File: config.mk
export PLATFORM = sky130hd
export DESIGN_NAME = press_classifier_flat
export DESIGN_NICKNAME = d
export VERILOG_FILES = /design/src/rtl/press_classifier_pkg.sv /design/src/rtl/press_classifier_if.sv /design/src/rtl/press_classifier_window_timer.sv /design/src/rtl/press_classifier.sv /design/src/flat_wrapper.sv
export SDC_FILE = /design/constraint.sdc
export NUM_CORES = 1
export LEC_CHECK = 0
export ABC_CLOCK_PERIOD_IN_PS = 2080
export CAP_MARGIN = 20
export CELL_PAD_IN_SITES_DETAIL_PLACEMENT = 1
export CELL_PAD_IN_SITES_GLOBAL_PLACEMENT = 1
export CORE_MARGIN = 2
export CORE_UTILIZATION = 40
export DETAILED_ROUTE_END_ITERATION = 7
export PLACE_DENSITY = 0.81
export SYNTH_ARGS = -nofsm -noshare
export SYNTH_HDL_FRONTEND = slang
export SYNTH_SLANG_ARGS = --single-unit
File: constraint.sdc
create_clock -name clk -period 2.08 [get_ports clk]
set_clock_uncertainty 0.2 [all_clocks]
set_input_delay 0.208 -clock clk [delete_from_list [all_inputs] [get_ports clk]]
set_output_delay 0.208 -clock clk [all_outputs]
set_load 0.03 [all_outputs]
File: src/rtl/press_classifier_pkg.sv
// Shared types and event codes for the press classifier.
package press_pkg;

  typedef enum logic [1:0] {
    IDLE   = 2'd0,
    ARMED1 = 2'd1,
    ARMED2 = 2'd2
  } state_t;

  typedef logic [1:0] ev_code_t;

  localparam ev_code_t EV_NONE   = 2'b00;
  localparam ev_code_t EV_SINGLE = 2'b01;
  localparam ev_code_t EV_DOUBLE = 2'b10;
  localparam ev_code_t EV_TRIPLE = 2'b11;

endpackage

File: src/rtl/press_classifier_if.sv
// Classified-event valid/ack handshake between the classifier and its consumer.
interface press_classifier_if;
  import press_pkg::*;

  logic     ev_valid;
  ev_code_t ev_code;
  logic     ev_ack;

  modport master (output ev_valid, output ev_code, input ev_ack);
  modport slave  (input ev_valid, input ev_code, output ev_ack);
endinterface

File: src/rtl/press_classifier_window_timer.sv
// Burst window counter: clear, enable, and a strobe at WINDOW_CYCLES-1.
module window_timer #(
  parameter int unsigned WINDOW_CYCLES = 25000000,
  parameter int unsigned CNT_W         = 25
) (
  input  logic clk,
  input  logic rst_n,
  input  logic clr,
  input  logic en,
  output logic timeout
);

  localparam logic [CNT_W-1:0] LAST = CNT_W'(WINDOW_CYCLES - 1);

  logic [CNT_W-1:0] count;

  always_ff @(posedge clk or negedge rst_n) begin
    if (!rst_n) begin
      count <= '0;
    end else if (clr) begin
      count <= '0;
    end else if (en) begin
      count <= count + CNT_W'(1);
    end
  end

  assign timeout = (count == LAST);

endmodule

File: src/rtl/press_classifier.sv
// Classifies bursts of debounced presses as single/double(/triple) events.
// Triple detection is built only when PRESS_CLASSIFIER_TRIPLE_EN is defined.
module press_classifier
  import press_pkg::*;
#(
  parameter int unsigned WINDOW_CYCLES = 25000000,
  parameter int unsigned CNT_W         = 25,
  parameter int unsigned EVCNT_W       = 8
) (
  input  logic               clk,
  input  logic               rst_n,
  input  logic               press_pulse,
  press_classifier_if.master ev,
  output logic               busy,
  output logic               ovf,
  output logic [EVCNT_W-1:0] ev_count
);

  state_t   state, state_nx;
  logic     tmr_clr, tmr_en, tmr_to;
  logic     cls_valid;
  ev_code_t cls_code;

  window_timer #(
    .WINDOW_CYCLES(WINDOW_CYCLES),
    .CNT_W        (CNT_W)
  ) u_timer (
    .clk    (clk),
    .rst_n  (rst_n),
    .clr    (tmr_clr),
    .en     (tmr_en),
    .timeout(tmr_to)
  );

  always_ff @(posedge clk or negedge rst_n) begin
    if (!rst_n) begin
      state <= IDLE;
    end else begin
      state <= state_nx;
    end
  end

  // The timer is held clear in IDLE so every burst starts counting from zero;
  // a press always takes priority over a same-cycle timeout.
  always_comb begin
    state_nx  = state;
    tmr_clr   = 1'b0;
    tmr_en    = 1'b0;
    cls_valid = 1'b0;
    cls_code  = EV_NONE;
    unique case (state)
      IDLE: begin
        tmr_clr = 1'b1;
        if (press_pulse) state_nx = ARMED1;
      end
      ARMED1: begin
        tmr_en = 1'b1;
        if (press_pulse) begin
`ifdef PRESS_CLASSIFIER_TRIPLE_EN
          tmr_clr  = 1'b1;
          state_nx = ARMED2;
`else
          cls_valid = 1'b1;
          cls_code  = EV_DOUBLE;
          state_nx  = IDLE;
`endif
        end else if (tmr_to) begin
          cls_valid = 1'b1;
          cls_code  = EV_SINGLE;
          state_nx  = IDLE;
        end
      end
`ifdef PRESS_CLASSIFIER_TRIPLE_EN
      ARMED2: begin
        tmr_en = 1'b1;
        if (press_pulse) begin
          cls_valid = 1'b1;
          cls_code  = EV_TRIPLE;
          state_nx  = IDLE;
        end else if (tmr_to) begin
          cls_valid = 1'b1;
          cls_code  = EV_DOUBLE;
          state_nx  = IDLE;
        end
      end
`endif
      default: state_nx = IDLE;
    endcase
  end

  assign busy = (state != IDLE);

  // A new event may replace one being acked in the same cycle (no bubble);
  // otherwise an unacked event blocks it and the loss is flagged.
  always_ff @(posedge clk or negedge rst_n) begin
    if (!rst_n) begin
      ev.ev_valid <= 1'b0;
      ev.ev_code  <= EV_NONE;
      ovf         <= 1'b0;
      ev_count    <= '0;
    end else if (cls_valid) begin
      if (!ev.ev_valid || ev.ev_ack) begin
        ev.ev_valid <= 1'b1;
        ev.ev_code  <= cls_code;
        ev_count    <= ev_count + EVCNT_W'(1);
      end else begin
        ovf <= 1'b1;
      end
    end else if (ev.ev_valid && ev.ev_ack) begin
      ev.ev_valid <= 1'b0;
    end
  end

endmodule

File: src/flat_wrapper.sv
// flat-port wrapper written by rule: the top's interface ports become plain ports
module press_classifier_flat import press_pkg::*;
#(
  parameter int unsigned WINDOW_CYCLES = 25000000,
  parameter int unsigned CNT_W         = 25,
  parameter int unsigned EVCNT_W       = 8
)
  (clk, rst_n, press_pulse, busy, ovf, ev_count, ev_ev_valid, ev_ev_code, ev_ev_ack);
  press_classifier_if ev_i ();
  input  logic clk;
  input  logic rst_n;
  input  logic press_pulse;
  output logic busy;
  output logic ovf;
  output logic [EVCNT_W-1:0] ev_count;
  output wire logic [$bits(ev_i.ev_valid)-1:0] ev_ev_valid;
  output wire logic [$bits(ev_i.ev_code)-1:0] ev_ev_code;
  input wire logic [$bits(ev_i.ev_ack)-1:0] ev_ev_ack;
  assign ev_ev_valid = ev_i.ev_valid;
  assign ev_ev_code = ev_i.ev_code;
  assign ev_i.ev_ack = ev_ev_ack;
  press_classifier #(.WINDOW_CYCLES(WINDOW_CYCLES), .CNT_W(CNT_W), .EVCNT_W(EVCNT_W)) u_core (.clk(clk), .rst_n(rst_n), .press_pulse(press_pulse), .ev(ev_i), .busy(busy), .ovf(ovf), .ev_count(ev_count));
endmodule
; ---- Word level (Yosys, flattened, before mapping)
; Index checks and enable logic that the tools add are counted.
; W data, S select, Z words.
[word_totals]
in_bits = 4
out_inout_bits = 13
register_bits = 39
word_cells = 42
[op_classes]
bitwise = 1
mux = 17
reduce_logical = 11
n_eq_ne = 5
n_addsub = 2
[ops]
columns = operator, n
row1 = $mux W25, 2
row2 = $add A25 B1 Y25 const B, 1
row3 = $eq A25 B25 Y1 const B, 1
row4 = $mux W2, 5
row5 = $mux W1, 9
row6 = $add A8 B1 Y8 const B, 1
row7 = $reduce_and A2 Y1, 4
row8 = $reduce_bool A2 Y1, 3
row9 = $ne A2 B2 Y1 const B, 2
row10 = $pmux W2 S2, 1
row11 = $ne A3 B2 Y1 const B, 1
row12 = $eq A2 B1 Y1 const B, 1
row13 = $logic_not A2 Y1, 1
row14 = $logic_and A1 B1 Y1, 1
row15 = $logic_not A1 Y1, 1
row16 = $logic_or A1 B1 Y1, 1
row17 = $not A1 Y1, 1

; ---- Logic depth before layout (Yosys ltp)
[logic_depth]
depth_word = 6
depth_mapped = 6
depth_no_buf = 5

; ---- Hierarchy
; Synthesis repeated with hierarchy kept, for this count alone.
[unflattened]
cells_unflattened = 190
area_unflattened_um2 = 1946.9
[modules_own_cells]
columns = mod, seq_area_each_um2, area_each_um2, cells_per_inst, n_inst
row1 = window_timer, 625.6, 1348.8, 143, 1
row2 = press_classifier, 325.3, 598.1, 47, 1

; ---- Least setup slack after synthesis
; No wires, ideal clock.
[synth_path]
path_kind = reg-to-reg
from = reg u_core.state[0]
to = reg u_core.ev_count[1]
n_path_buf = 0
arrival_ns = 1.638
setup_time_ns = 0.125
setup_slack_ns = 0.117
stages_incl_launch_ff = 5
required_time_ns = 1.755
period_less_slack_ns = 1.963
cell_sequence = dfrtp_1 and4bb_2 nand4_1 o31ai_4 mux2_2
[synth_between]
elab_chain_cells = 3
[synth_rtl]
columns = element, line
row1 = "start, declared", press_classifier.sv:19  ; state_t state, state_nx;
row2 = "start signal, assigned", press_classifier.sv:39  ; state <= state_nx;
row3 = $eq A2 B1 Y1, press_classifier.sv:51  ; unique case (state)
row4 = $mux W1, press_classifier.sv:51
row5 = $reduce_and A2 Y1 (no line), --
row6 = "end signal, assigned", press_classifier.sv:105  ; ev_count <= ev_count + EVCNT_W'(1);
row7 = "end, declared", press_classifier.sv:16  ; output logic [EVCNT_W-1:0] ev_count
; No other way between the ends.
; A chain may end at the register's enable or synchronous reset.

; ---- Worst setup path after layout
[layout_path]
from = reg u_core.u_timer.count[6]
to = reg u_core.ev_count[3]
[layout_between]
elab_chain_cells = 5
[layout_rtl]
columns = element, line
row1 = "start, declared", press_classifier_window_timer.sv:15  ; logic [CNT_W-1:0] count;
row2 = "start signal, assigned", press_classifier_window_timer.sv:23  ; count <= count + CNT_W'(1);
row3 = $eq A25 B25 Y1, press_classifier_window_timer.sv:27  ; assign timeout = (count == LAST);
row4 = $mux W1, press_classifier.sv:67  ; end else if (tmr_to) begin
row5 = $mux W1, press_classifier.sv:58  ; if (press_pulse) begin
row6 = $mux W1, press_classifier.sv:51
row7 = $reduce_and A2 Y1 (no line), --
; No other way between the ends.

==> results.json <==
{
  "synth_top_area_share_pct": 49.4,
  "wirelength_mm": 4.02,
  "required_ps": 2060,
  "nNetsFinal": 217,
  "drt_iter0_drc": 39,
  "crit_type": "reg -> reg",
  "fmaxAchievable_mhz": 511,
  "synth-seq-cells": 38,
  "first_global_vias": 1510,
  "mostFrequentLayoutCells": "dfrtp_1, and2_1, buf_4, xor2_1, clkdlybuf4s50_1",
  "htreeDepth": 2,
  "synth_cell_type_count": 37,
  "n_fill_cell": 522,
  "outcome": "completed",
  "fp.dieW_um": 73.4,
  "fin_cells": 266,
  "detail-route-antenna-nets": 0,
  "whs_ps": 209,
  "clkTransAtPathRegs_ps": 80,
  "crit_chain": "and4bb_2 > nand4_1 > o31ai_4 > buf_4 > nand4_1 > xnor2_1",
  "crit_fanout": 7,
  "synthCells": 176,
  "cts_tree": "done",
  "vias": 1428,
  "crit_slowest_cell": "dfrtp_1",
  "setup_ws_ps": 125,
  "finalCriticalPeriod_ps": 1960,
  "hold_viol": 0,
  "rsz0062_at_grt": "false",
  "synth_area_leaders": "dfrtp_1, and2_1, xor2_1",
  "gr-total-overflow": 0,
  "clock_sinks": 38,
  "rows": 25,
  "cts_made_buffers": 5,
  "final_common_cell": "dfrtp_1",
  "cts_buffer_depth": 2,
  "layout-drive-gt1-share_pct": 17.9,
  "slew_violations": 0,
  "timing.final.crit_share_pct": 94.0,
  "maxCapViolations": 0,
  "slew_headroom_pct": 68.6,
  "cp-end-kind": "register",
  "grt_pass1_wl_mm": 7.11,
  "p_leak_nw": 1.04,
  "grt_max_degree": 30,
  "yosys_warnings": 0,
  "synth.yosys.seq_area_share_pct": 49.4,
  "min_path_type": "in -> async",
  "yosysTopAreaCell": "dfrtp_1",
  "core_area_um2": 4690,
  "viasPerCell": 5.37,
  "syn_area_um2": 1930,
  "first_pass_iters": 4,
  "cp.arrival_ps": 1930,
  "synth-edff-count": 0,
  "worstMarginPinSlew_ps": 471,
  "finalSetupViolCount": 0,
  "place_inst": 257,
  "synth-async-reset-ratio_pct": 100,
  "power_w": 0.00211,
  "grt_antenna_before_repair": 0,
  "route.detailed.drc": 0,
  "gp_congestion": 0.715,
  "startpoint_type": "register",
  "clk_latency_ps": 290,
  "num_io_pins": 17,
  "postSynthAreaPerCell_um2": 10.9,
  "vdd_drop_max_mv": 0.316,
  "pwr_density_cell_nw_per_um2": 892,
  "syn_nets": 182,
  "finalCoreUtilization_pct": 50.5,
  "die-area_um2": 5380,
  "syn_to_final_growth_pct": 22.9,
  "start_util_pct": 41.0,
  "cp_common_cell": "nand4_1",
  "portBuffers": 16,
  "die_y_um": 73.4,
  "post-cts-setup-buffers": 0,
  "num_antenna_cells": 0,
  "dpl.hpwl_mm": 2.93,
  "synth_flop_cell": "dfrtp_1",
  "root_buffer": "clkbuf_8",
  "wire_per_inst_um": 15.1,
  "dp_slack_ps": -28.0,
  "max_stage_delay_ps": 440,
  "grt.total_usage_pct": 17.3
}
[timing repair]
item                                    CTS  global route
endpoints found under the hold margin    19             0
gates cloned                              0             0
endpoints found under the setup margin    1             9
pin swaps                                 0             1
hold buffers                              1             0
gates resized for setup                   1             2
[sequential cells by signal (all words and copies together) (netlist names)]
name and count:
u_core.u_timer.count 25, u_core.ev.ev_code 2, u_core.ev_count 8, u_core.ev.ev_valid 1, u_core.state 1, u_core.ovf 1
[kinds of logic (layout without fill, tap and decap cells)]
family / count (synthesis) / in the layout / synth area share (%)
buffers and inverters: 11 / 47 / 2.73
AOI/OAI and AO/OA: 13 / 13 / 5.20
xor gates and xnor gates: 27 / 27 / 12.3
and+or+nand+nor: 84 / 84 / 28.5
adders and majority gates: 2 / 2 / 1.30
DFF: 38 / 38 / 49.4
muxes: 1 / 1 / 0.585
[where the power goes]
| group | internal (W) | switching [W] |
|---|---|---|
| clock network | 0.000266 | 0.000261 |
| logic | 0.000269 | 0.000365 |
| registers | 0.000838 | 0.000112 |
| total | 0.00137 | 0.000737 |
[through the flow]
step / area, um2 / setup TNS (ps)
3_5_place_dp: 2250 / -33.1
5_1_grt: 2370 / 0
6_report: 2370 / 0
3_3_place_gp: 2250 / 0
4_1_cts: 2360 / 0
2_1_floorplan: 1930 / 0
[critical path: cells and delay by family, from the launching register on]
kind                      cells  cell delay, ps
buffers and inverters         1             200
AOI/OAI and AO/OA             1             260
xor gates and xnor gates      1             150
and+or+nand+nor               3             590
DFF                           1             440
[synth_stat cells (all sizes together), types with 2 or more instances]
cell / number
and4: 2
and2: 20
dfrtp: 38
ha: 2
a21boi: 4
nor2: 2
buf: 4
nand4: 11
nor4: 7
clkbuf: 2
nand2: 9
or3: 4
o21ai: 4
and3: 4
inv: 5
nor4b: 3
xor2: 14
xnor2: 13
nor3: 7
nand3: 11
[metal layers]
metal / vias up / track usage (%) / routed length [um]
li1: 685 / - / -
met1: 717 / 20.8 / 1810
met2: 21 / 29.9 / 2040
met3: 5 / 3.70 / 88
met4: 0 / 6.67 / 76
met5: - / 0 / 0
[cell type report]
class | instances | area [um2] | share of cell area, %
repair buffers | 34 | 304 | 12.8
flip-flops and latches | 38 | 952 | 40.2
clock buffers | 6 | 82.6 | 3.49
multi-input cells | 127 | 930 | 39.3
well taps | 54 | 67.6 | 2.85
inverters | 5 | 18.8 | 0.793
clock inverters | 2 | 12.5 | 0.529
[worst paths after layout]
kind                                         start                       end  slack, ps  cells after the start
max in group asynchronous                    rst_n  u_core.u_timer.count[11]       1020                      3
min in group clk                        u_core.ovf                u_core.ovf        280                      1
setup / recovery           u_core.u_timer.count[6]        u_core.ev_count[3]        120                      6
setup reg to reg           u_core.u_timer.count[6]        u_core.ev_count[3]        120                      6
hold / removal                               rst_n  u_core.u_timer.count[15]        210                      2
hold reg to reg                         u_core.ovf                u_core.ovf        280                      1
Power figures use the tool's default switching activity.
